===== src/rtl/silly_seq_pkg.sv =====
// -----------------------------------------------------------------------------
// silly_seq_pkg
// Shared definitions for the silly_seq step sequencer:
//   - state_t       : playback FSM state (IDLE / HOLD)
//   - DEF_NUM_STEPS : default number of step-table entries
//   - DEF_MASK_W    : default mask word width
//   - DEF_LEN_W     : default per-step hold-length width
// -----------------------------------------------------------------------------
package silly_seq_pkg;

    localparam int DEF_NUM_STEPS = 4;
    localparam int DEF_MASK_W    = 8;
    localparam int DEF_LEN_W     = 8;

    typedef enum logic {
        IDLE = 1'b0,
        HOLD = 1'b1
    } state_t;

endpackage


===== src/rtl/silly_seq_table.sv =====
// -----------------------------------------------------------------------------
// silly_seq_table
// Step table for silly_seq: NUM_STEPS entries of {mask, len}.
// Synchronous write, combinational read, every entry cleared by reset.
//
// Ports:
//   clk        in   clock (posedge)
//   i_reset    in   synchronous active-high reset, clears all entries
//   i_we       in   write strobe (already qualified by the caller)
//   i_wr_addr  in   entry index to write
//   i_wr_mask  in   mask value to store
//   i_wr_len   in   hold length to store
//   i_rd_addr  in   entry index to read
//   o_rd_mask  out  mask of entry i_rd_addr
//   o_rd_len   out  hold length of entry i_rd_addr
// -----------------------------------------------------------------------------
module silly_seq_table
    import silly_seq_pkg::*;
#(
    parameter int NUM_STEPS = DEF_NUM_STEPS,
    parameter int MASK_W    = DEF_MASK_W,
    parameter int LEN_W     = DEF_LEN_W
) (
    input  logic                         clk,
    input  logic                         i_reset,
    input  logic                         i_we,
    input  logic [$clog2(NUM_STEPS)-1:0] i_wr_addr,
    input  logic [MASK_W-1:0]            i_wr_mask,
    input  logic [LEN_W-1:0]             i_wr_len,
    input  logic [$clog2(NUM_STEPS)-1:0] i_rd_addr,
    output logic [MASK_W-1:0]            o_rd_mask,
    output logic [LEN_W-1:0]             o_rd_len
);

    logic [MASK_W-1:0] r_mask [NUM_STEPS];
    logic [LEN_W-1:0]  r_len  [NUM_STEPS];

    always_ff @(posedge clk) begin
        if (i_reset) begin
            // NOTE: this is a small flop array, not a RAM macro, so clearing
            // every entry on reset is cheap and the cleared table is visible
            // behaviour (a post-reset start plays all-zero masks).
            for (int i = 0; i < NUM_STEPS; i++) begin
                r_mask[i] <= '0;
                r_len[i]  <= '0;
            end
        end else if (i_we) begin
            r_mask[i_wr_addr] <= i_wr_mask;
            r_len[i_wr_addr]  <= i_wr_len;
        end
    end

    assign o_rd_mask = r_mask[i_rd_addr];
    assign o_rd_len  = r_len[i_rd_addr];

endmodule


===== src/rtl/silly_seq.sv =====
// -----------------------------------------------------------------------------
// silly_seq
// Step sequencer: plays a programmable table of {mask, len} entries, holding
// each mask on mask_out for len+1 cycles. mask_out feeds an AND-gating
// datapath, so it is forced to 0 whenever the sequencer is not playing.
//
// Build option:
//   SILLY_SEQ_LOOP_EN  defined   -> last step wraps to step 0, done never pulses
//                      undefined -> last step returns to IDLE and pulses done
//
// Ports:
//   clk       in   clock (posedge)
//   reset     in   synchronous active-high reset (also clears the table)
//   start     in   begin playback (IDLE only, ignored while playing)
//   stop      in   abort playback (wins over start and step advance)
//   wr_en     in   table write strobe (accepted in IDLE, rejected in HOLD)
//   wr_addr   in   table entry index
//   wr_mask   in   mask value for the entry
//   wr_len    in   hold length for the entry
//   mask_out  out  registered mask of the active step, 0 when idle
//   busy      out  high while playing
//   step_idx  out  index of the active step
//   done      out  one-cycle pulse on normal completion
//   wr_err    out  one-cycle pulse, the cycle after a rejected write
// -----------------------------------------------------------------------------
module silly_seq
    import silly_seq_pkg::*;
#(
    parameter int NUM_STEPS = DEF_NUM_STEPS,
    parameter int MASK_W    = DEF_MASK_W,
    parameter int LEN_W     = DEF_LEN_W
) (
    input  logic                         clk,
    input  logic                         reset,
    input  logic                         start,
    input  logic                         stop,
    input  logic                         wr_en,
    input  logic [$clog2(NUM_STEPS)-1:0] wr_addr,
    input  logic [MASK_W-1:0]            wr_mask,
    input  logic [LEN_W-1:0]             wr_len,
    output logic [MASK_W-1:0]            mask_out,
    output logic                         busy,
    output logic [$clog2(NUM_STEPS)-1:0] step_idx,
    output logic                         done,
    output logic                         wr_err
);

    localparam int                ADDR_W   = $clog2(NUM_STEPS);
    localparam logic [ADDR_W-1:0] LAST_IDX = ADDR_W'(NUM_STEPS - 1);

    state_t             r_state;
    logic [MASK_W-1:0]  r_mask;
    logic [ADDR_W-1:0]  r_step_idx;
    logic [LEN_W-1:0]   r_cnt;
    logic               r_done;
    logic               r_wr_err;

    logic               w_tbl_we;
    logic [ADDR_W-1:0]  w_rd_addr;
    logic [MASK_W-1:0]  w_rd_mask;
    logic [LEN_W-1:0]   w_rd_len;

    // Writes are only accepted while idle; in HOLD they are flagged instead.
    assign w_tbl_we = wr_en && (r_state == IDLE);

    // One read port is enough: IDLE only ever needs entry 0 (for start), HOLD
    // only ever needs the next entry. idx+1 wraps from the last entry to 0
    // because NUM_STEPS is a power of two, which is exactly the loop target.
    assign w_rd_addr = (r_state == HOLD) ? (r_step_idx + ADDR_W'(1)) : '0;

    silly_seq_table #(
        .NUM_STEPS (NUM_STEPS),
        .MASK_W    (MASK_W),
        .LEN_W     (LEN_W)
    ) u_table (
        .clk       (clk),
        .i_reset   (reset),
        .i_we      (w_tbl_we),
        .i_wr_addr (wr_addr),
        .i_wr_mask (wr_mask),
        .i_wr_len  (wr_len),
        .i_rd_addr (w_rd_addr),
        .o_rd_mask (w_rd_mask),
        .o_rd_len  (w_rd_len)
    );

    always_ff @(posedge clk) begin
        if (reset) begin
            r_state    <= IDLE;
            r_mask     <= '0;
            r_step_idx <= '0;
            r_cnt      <= '0;
            r_done     <= 1'b0;
            r_wr_err   <= 1'b0;
        end else begin
            // NOTE: every register here uses <= so all of them update from the
            // same pre-edge values; blocking = would make later statements in
            // this block see already-updated state.
            r_done   <= 1'b0;
            r_wr_err <= 1'b0;

            case (r_state)
                IDLE: begin
                    if (start && !stop) begin
                        r_state    <= HOLD;
                        r_step_idx <= '0;
                        r_mask     <= w_rd_mask;
                        r_cnt      <= w_rd_len;
                    end
                end

                HOLD: begin
                    r_wr_err <= wr_en;
                    if (stop) begin
                        r_state    <= IDLE;
                        r_mask     <= '0;
                        r_step_idx <= '0;
                        r_cnt      <= '0;
                    end else if (r_cnt != '0) begin
                        r_cnt <= r_cnt - 1'b1;
                    end else if (r_step_idx != LAST_IDX) begin
                        r_step_idx <= w_rd_addr;
                        r_mask     <= w_rd_mask;
                        r_cnt      <= w_rd_len;
                    end else begin
`ifdef SILLY_SEQ_LOOP_EN
                        // w_rd_addr has wrapped to 0 here, so entry 0 is loaded.
                        r_step_idx <= '0;
                        r_mask     <= w_rd_mask;
                        r_cnt      <= w_rd_len;
`else
                        r_state    <= IDLE;
                        r_mask     <= '0;
                        r_step_idx <= '0;
                        r_cnt      <= '0;
                        r_done     <= 1'b1;
`endif
                    end
                end

                default: begin
                    r_state <= IDLE;
                    r_mask  <= '0;
                end
            endcase
        end
    end

    assign mask_out = r_mask;
    assign busy     = (r_state == HOLD);
    assign step_idx = r_step_idx;
    assign done     = r_done;
    assign wr_err   = r_wr_err;

endmodule


===== config.mk =====
export PLATFORM = sky130hd
export DESIGN_NAME = silly_seq
export DESIGN_NICKNAME = d
export VERILOG_FILES = /design/src/rtl/silly_seq_pkg.sv /design/src/rtl/silly_seq_table.sv /design/src/rtl/silly_seq.sv
export SDC_FILE = /design/constraint.sdc
export NUM_CORES = 1
export LEC_CHECK = 0
export CAP_MARGIN = 20
export CORE_UTILIZATION = 40
export DETAILED_ROUTE_END_ITERATION = 8
export DONT_BUFFER_PORTS = 1
export PLACE_DENSITY = 0.55
export SETUP_SLACK_MARGIN = 0.02
export SYNTH_ARGS = -nofsm -noshare
export SYNTH_HDL_FRONTEND = slang
export SYNTH_SLANG_ARGS = --single-unit

===== constraint.sdc =====
create_clock -name clk -period 3.4 [get_ports clk]
set_input_delay 0.68 -clock clk [delete_from_list [all_inputs] [get_ports clk]]
set_output_delay 0.68 -clock clk [all_outputs]
set_load 0.05 [all_outputs]

==> results.cfg <==
[run_status]
outcome = finished clean

[setup_path]
cp_num_buf_inv = 1
gate_family_responsible_for_the_most_delay_along_the_worst_path = compound AO/OA/AOI/OAI gates
worst_setup_path_end_kind = flip-flop
critPathKind = reg2reg
cp.arrival_ns = 2.75
timing.critical_path.slowest_cell_delay_ns = 0.63
timing.reg2reg.setup_slack_ns = 0.92
cells_along_the_critical_path = buf_4 > nand2b_1 > nand2_1 > a311oi_1 > o2111ai_1 > a211oi_1
critPathLaunchType = flip-flop
crit_path_max_fanout = 15
cp_data_required_time_ns = 3.67
cpMaxStageDelayCell = sky130_fd_sc_hd__dfxtp_2

[floorplanning]
initial_utilization_pct = 41.2
dieWidth_um = 102
die-height_um = 102
row_count = 36
io_pins = 36
coreArea_sq_um = 9730
die_area_sq_um = 10400

[synthesis]
synth_top_area_cell = sky130_fd_sc_hd__edfxtp_1
synth_edf_count = 64
post_synth_main_area_contributors = sky130_fd_sc_hd__edfxtp_1, sky130_fd_sc_hd__dfxtp_1, sky130_fd_sc_hd__and2_1
syn_nets = 383
synthArstFlopShare_pct = 0
yosysSeqAreaShare_pct = 58.5
ys_seq_elements = 85
yosysUniqueCellTypes = 48
postSynthCellCount = 357
avgSynthCellArea_sq_um = 11.2
synth_top_flop_cell = sky130_fd_sc_hd__edfxtp_1
netlist_area_sq_um = 4010
post-synth-top-area-fraction_pct = 48.0
ys_warn_count = 0

[routing]
detailed_route_wire_length_per_cell_um = 18.7
post_drt_via_cell_ratio = 5.35
number_of_iterations_in_the_first_detailed_routing_pass = 4
route.vias.total = 2682
route.detailed.drc = 0
drtIter0Drc = 142
total_wire_length_um = 9370
detail-route-antenna-nets = 0

[clock_network]
cts-root-to-sink-buffers = 2
htreeDepth = 3
tritoncts.num_buffers = 9
postCtsResizedCells = 0
clock_insertion_delay_worst_skew_ns = 0.35
tritoncts_clock_tree = done
clock-root-buffer = sky130_fd_sc_hd__clkbuf_8
cts_hold_buffers = 0
buffers_inserted_by_post_cts_timing_repair = 0
cts.reportedPaths.clkPinSlew_ns = 0.08
cts_num_sinks = 85

[final_layout]
register_area_sq_um = 2340
fillerInstances = 951
layout_overhead_on_the_synthesized_area_pct = 8.68
total_area_of_multi_input_combinational_cells_sq_um = 1580
antennaDiodeCount = 0
layout.nets = 389
fraction_of_final_layout_cells_with_drive_strength_greater_than_1_pct = 10.1
layout.cells.most_common_list = sky130_fd_sc_hd__and2_1, sky130_fd_sc_hd__edfxtp_1, sky130_fd_sc_hd__nand2_1, sky130_fd_sc_hd__dfxtp_1, sky130_fd_sc_hd__nor2_1

[pwr]
clockPowerShare_pct = 30.6
ir_worst_vdd_mv = 0.174
leakage_nw = 1.56
net-switching-power_w = 0.000531
combinationalPowerShare_pct = 10.5
power.sequential.fraction_pct = 58.9
sw_frac_of_total_pct = 25.6
p_per_area_nw_per_um2 = 477
cellInternalPower_w = 0.00154

[timing]
timing.final.hold_violations = 0
final_min_period_over_clock_period_pct = 73.0
clock_skew_ns = 0.00682
rsz0062_at_grt = false
finalSetupTns_ns = 0
max-slew-margin-rel_pct = 40.3
timing.final.crit_period_ns = 2.48
timing.hold.ws_ns = 0.386
tightest_pin_transition_ns = 0.896
timing_max_transition_violations_final = 0
setup_viol = 0
max_clock_freq_mhz = 403

[placement]
gp_routability_congestion = 0.850
dpl.hpwl_um = 6420
port_buffers = 0

[global_routing]
wire_length_of_the_first_global_routing_pass_um = 14700
first_global_vias = 2639
grt_use_total_pct = 19.7
largest_net_degree_at_the_start_of_global_routing = 18
grt_antenna_before_repair = 0
global_route.overflow_total = 0

[hold_path]
min-delay-path-class = in2reg

[job]
maxCapViolCount = 0
==> layer usage <==
metal	vias to the layer above	GRT usage, %	share of wire, %
li1	1313	-	-
met1	1303	26.4	46
met2	58	31.4	47
met3	8	4.45	5.2
met4	0	7.14	1.5
met5	-	0	0
==> worst reg2reg max path: cells and delay by family, from the launching register on <==
kind | cells | cell delay (ns)
compound gates | 3 | 0.73
simple gates | 2 | 0.66
flops | 1 | 0.63
buf+inv | 1 | 0.38
==> synth_stat cells, types with 3 or more instances <==
cell type	instances
sky130_fd_sc_hd__and2_1	64
sky130_fd_sc_hd__edfxtp_1	64
sky130_fd_sc_hd__nand2_1	43
sky130_fd_sc_hd__dfxtp_1	21
sky130_fd_sc_hd__nor2_1	16
sky130_fd_sc_hd__a21oi_1	13
sky130_fd_sc_hd__mux2i_1	13
sky130_fd_sc_hd__nand3_1	12
sky130_fd_sc_hd__a211oi_1	9
sky130_fd_sc_hd__clkbuf_1	9
sky130_fd_sc_hd__a32o_1	8
sky130_fd_sc_hd__nor2b_1	7
sky130_fd_sc_hd__inv_1	6
sky130_fd_sc_hd__o22ai_1	6
sky130_fd_sc_hd__buf_2	5
sky130_fd_sc_hd__nor3_1	5
sky130_fd_sc_hd__o21ai_0	5
sky130_fd_sc_hd__and3_1	4
sky130_fd_sc_hd__nand2b_1	4
sky130_fd_sc_hd__ha_1	3
sky130_fd_sc_hd__nor4_1	3
sky130_fd_sc_hd__or2_2	3
sky130_fd_sc_hd__xnor2_1	3
==> final timing paths <==
| path | from | endpoint | cells after the start |
|---|---|---|---|
| worst max-delay path | step_idx[0]$_SDFFE_PP0P_ | r_cnt[6]$_SDFFE_PP0P_ | 6 |
| worst min-delay path | reset | step_idx[0]$_SDFFE_PP0P_ | 1 |
| worst max register to register | step_idx[0]$_SDFFE_PP0P_ | r_cnt[6]$_SDFFE_PP0P_ | 6 |
| worst min register to register | r_cnt[1]$_SDFFE_PP0P_ | r_cnt[1]$_SDFFE_PP0P_ | 2 |
==> flip-flops by register name, indices dropped and copies added (netlist names) <==
name / cells
busy: 1
mask_out: 8
done: 1
r_cnt: 8
u_table.r_mask: 32
wr_err: 1
step_idx: 2
u_table.r_len: 32
==> metrics by stage <==
stage	cell area, sq um	util, %	cells	setup WS, ns	total power [W]
final	4350	44.8	501	0.917	0.00208
after global routing	4350	44.8	501	0.746	0.00217
after CTS	4350	44.7	500	0.910	0.00210
after detailed placement	4180	43.0	484	0.939	0.00147
after global placement	4180	43.0	484	0.980	0.00146
after floorplan	4010	-	357	1.25	0.00140
==> cell families (layout without fill, tap and decap cells) <==
family	after synthesis	count (layout)	synth area share, %
DFF	85	85	58.5
muxes	14	14	3.53
buffers and inverters	21	32	2.12
AOI/OAI and AO/OA	56	56	10.2
and+or+nand+nor	175	175	24.1
adders and majority gates	3	3	0.937
xor gates and xnor gates	3	3	0.656
==> area by class of cell <==
class,instances,share of cell area [%]
Sequential cell,85,53.8
Clock inverter,3,0.431
Clock buffer,13,3.42
Inverter,6,0.517
Tap cell,133,3.82
Multi-Input combinational cell,251,36.3
Timing Repair Buffer,10,1.72
==> power groups by stage <==
stage | clock [W] | combinational, W | sequential (W)
after detailed placement | 0 | 0.000219 | 0.00125
final | 0.000635 | 0.000218 | 0.00122
after global routing | 0.000694 | 0.000242 | 0.00123
after floorplan | 0 | 0.000163 | 0.00124
after global placement | 0 | 0.000218 | 0.00124
after CTS | 0.000655 | 0.000220 | 0.00122
(Power assumes the default switching activity.)
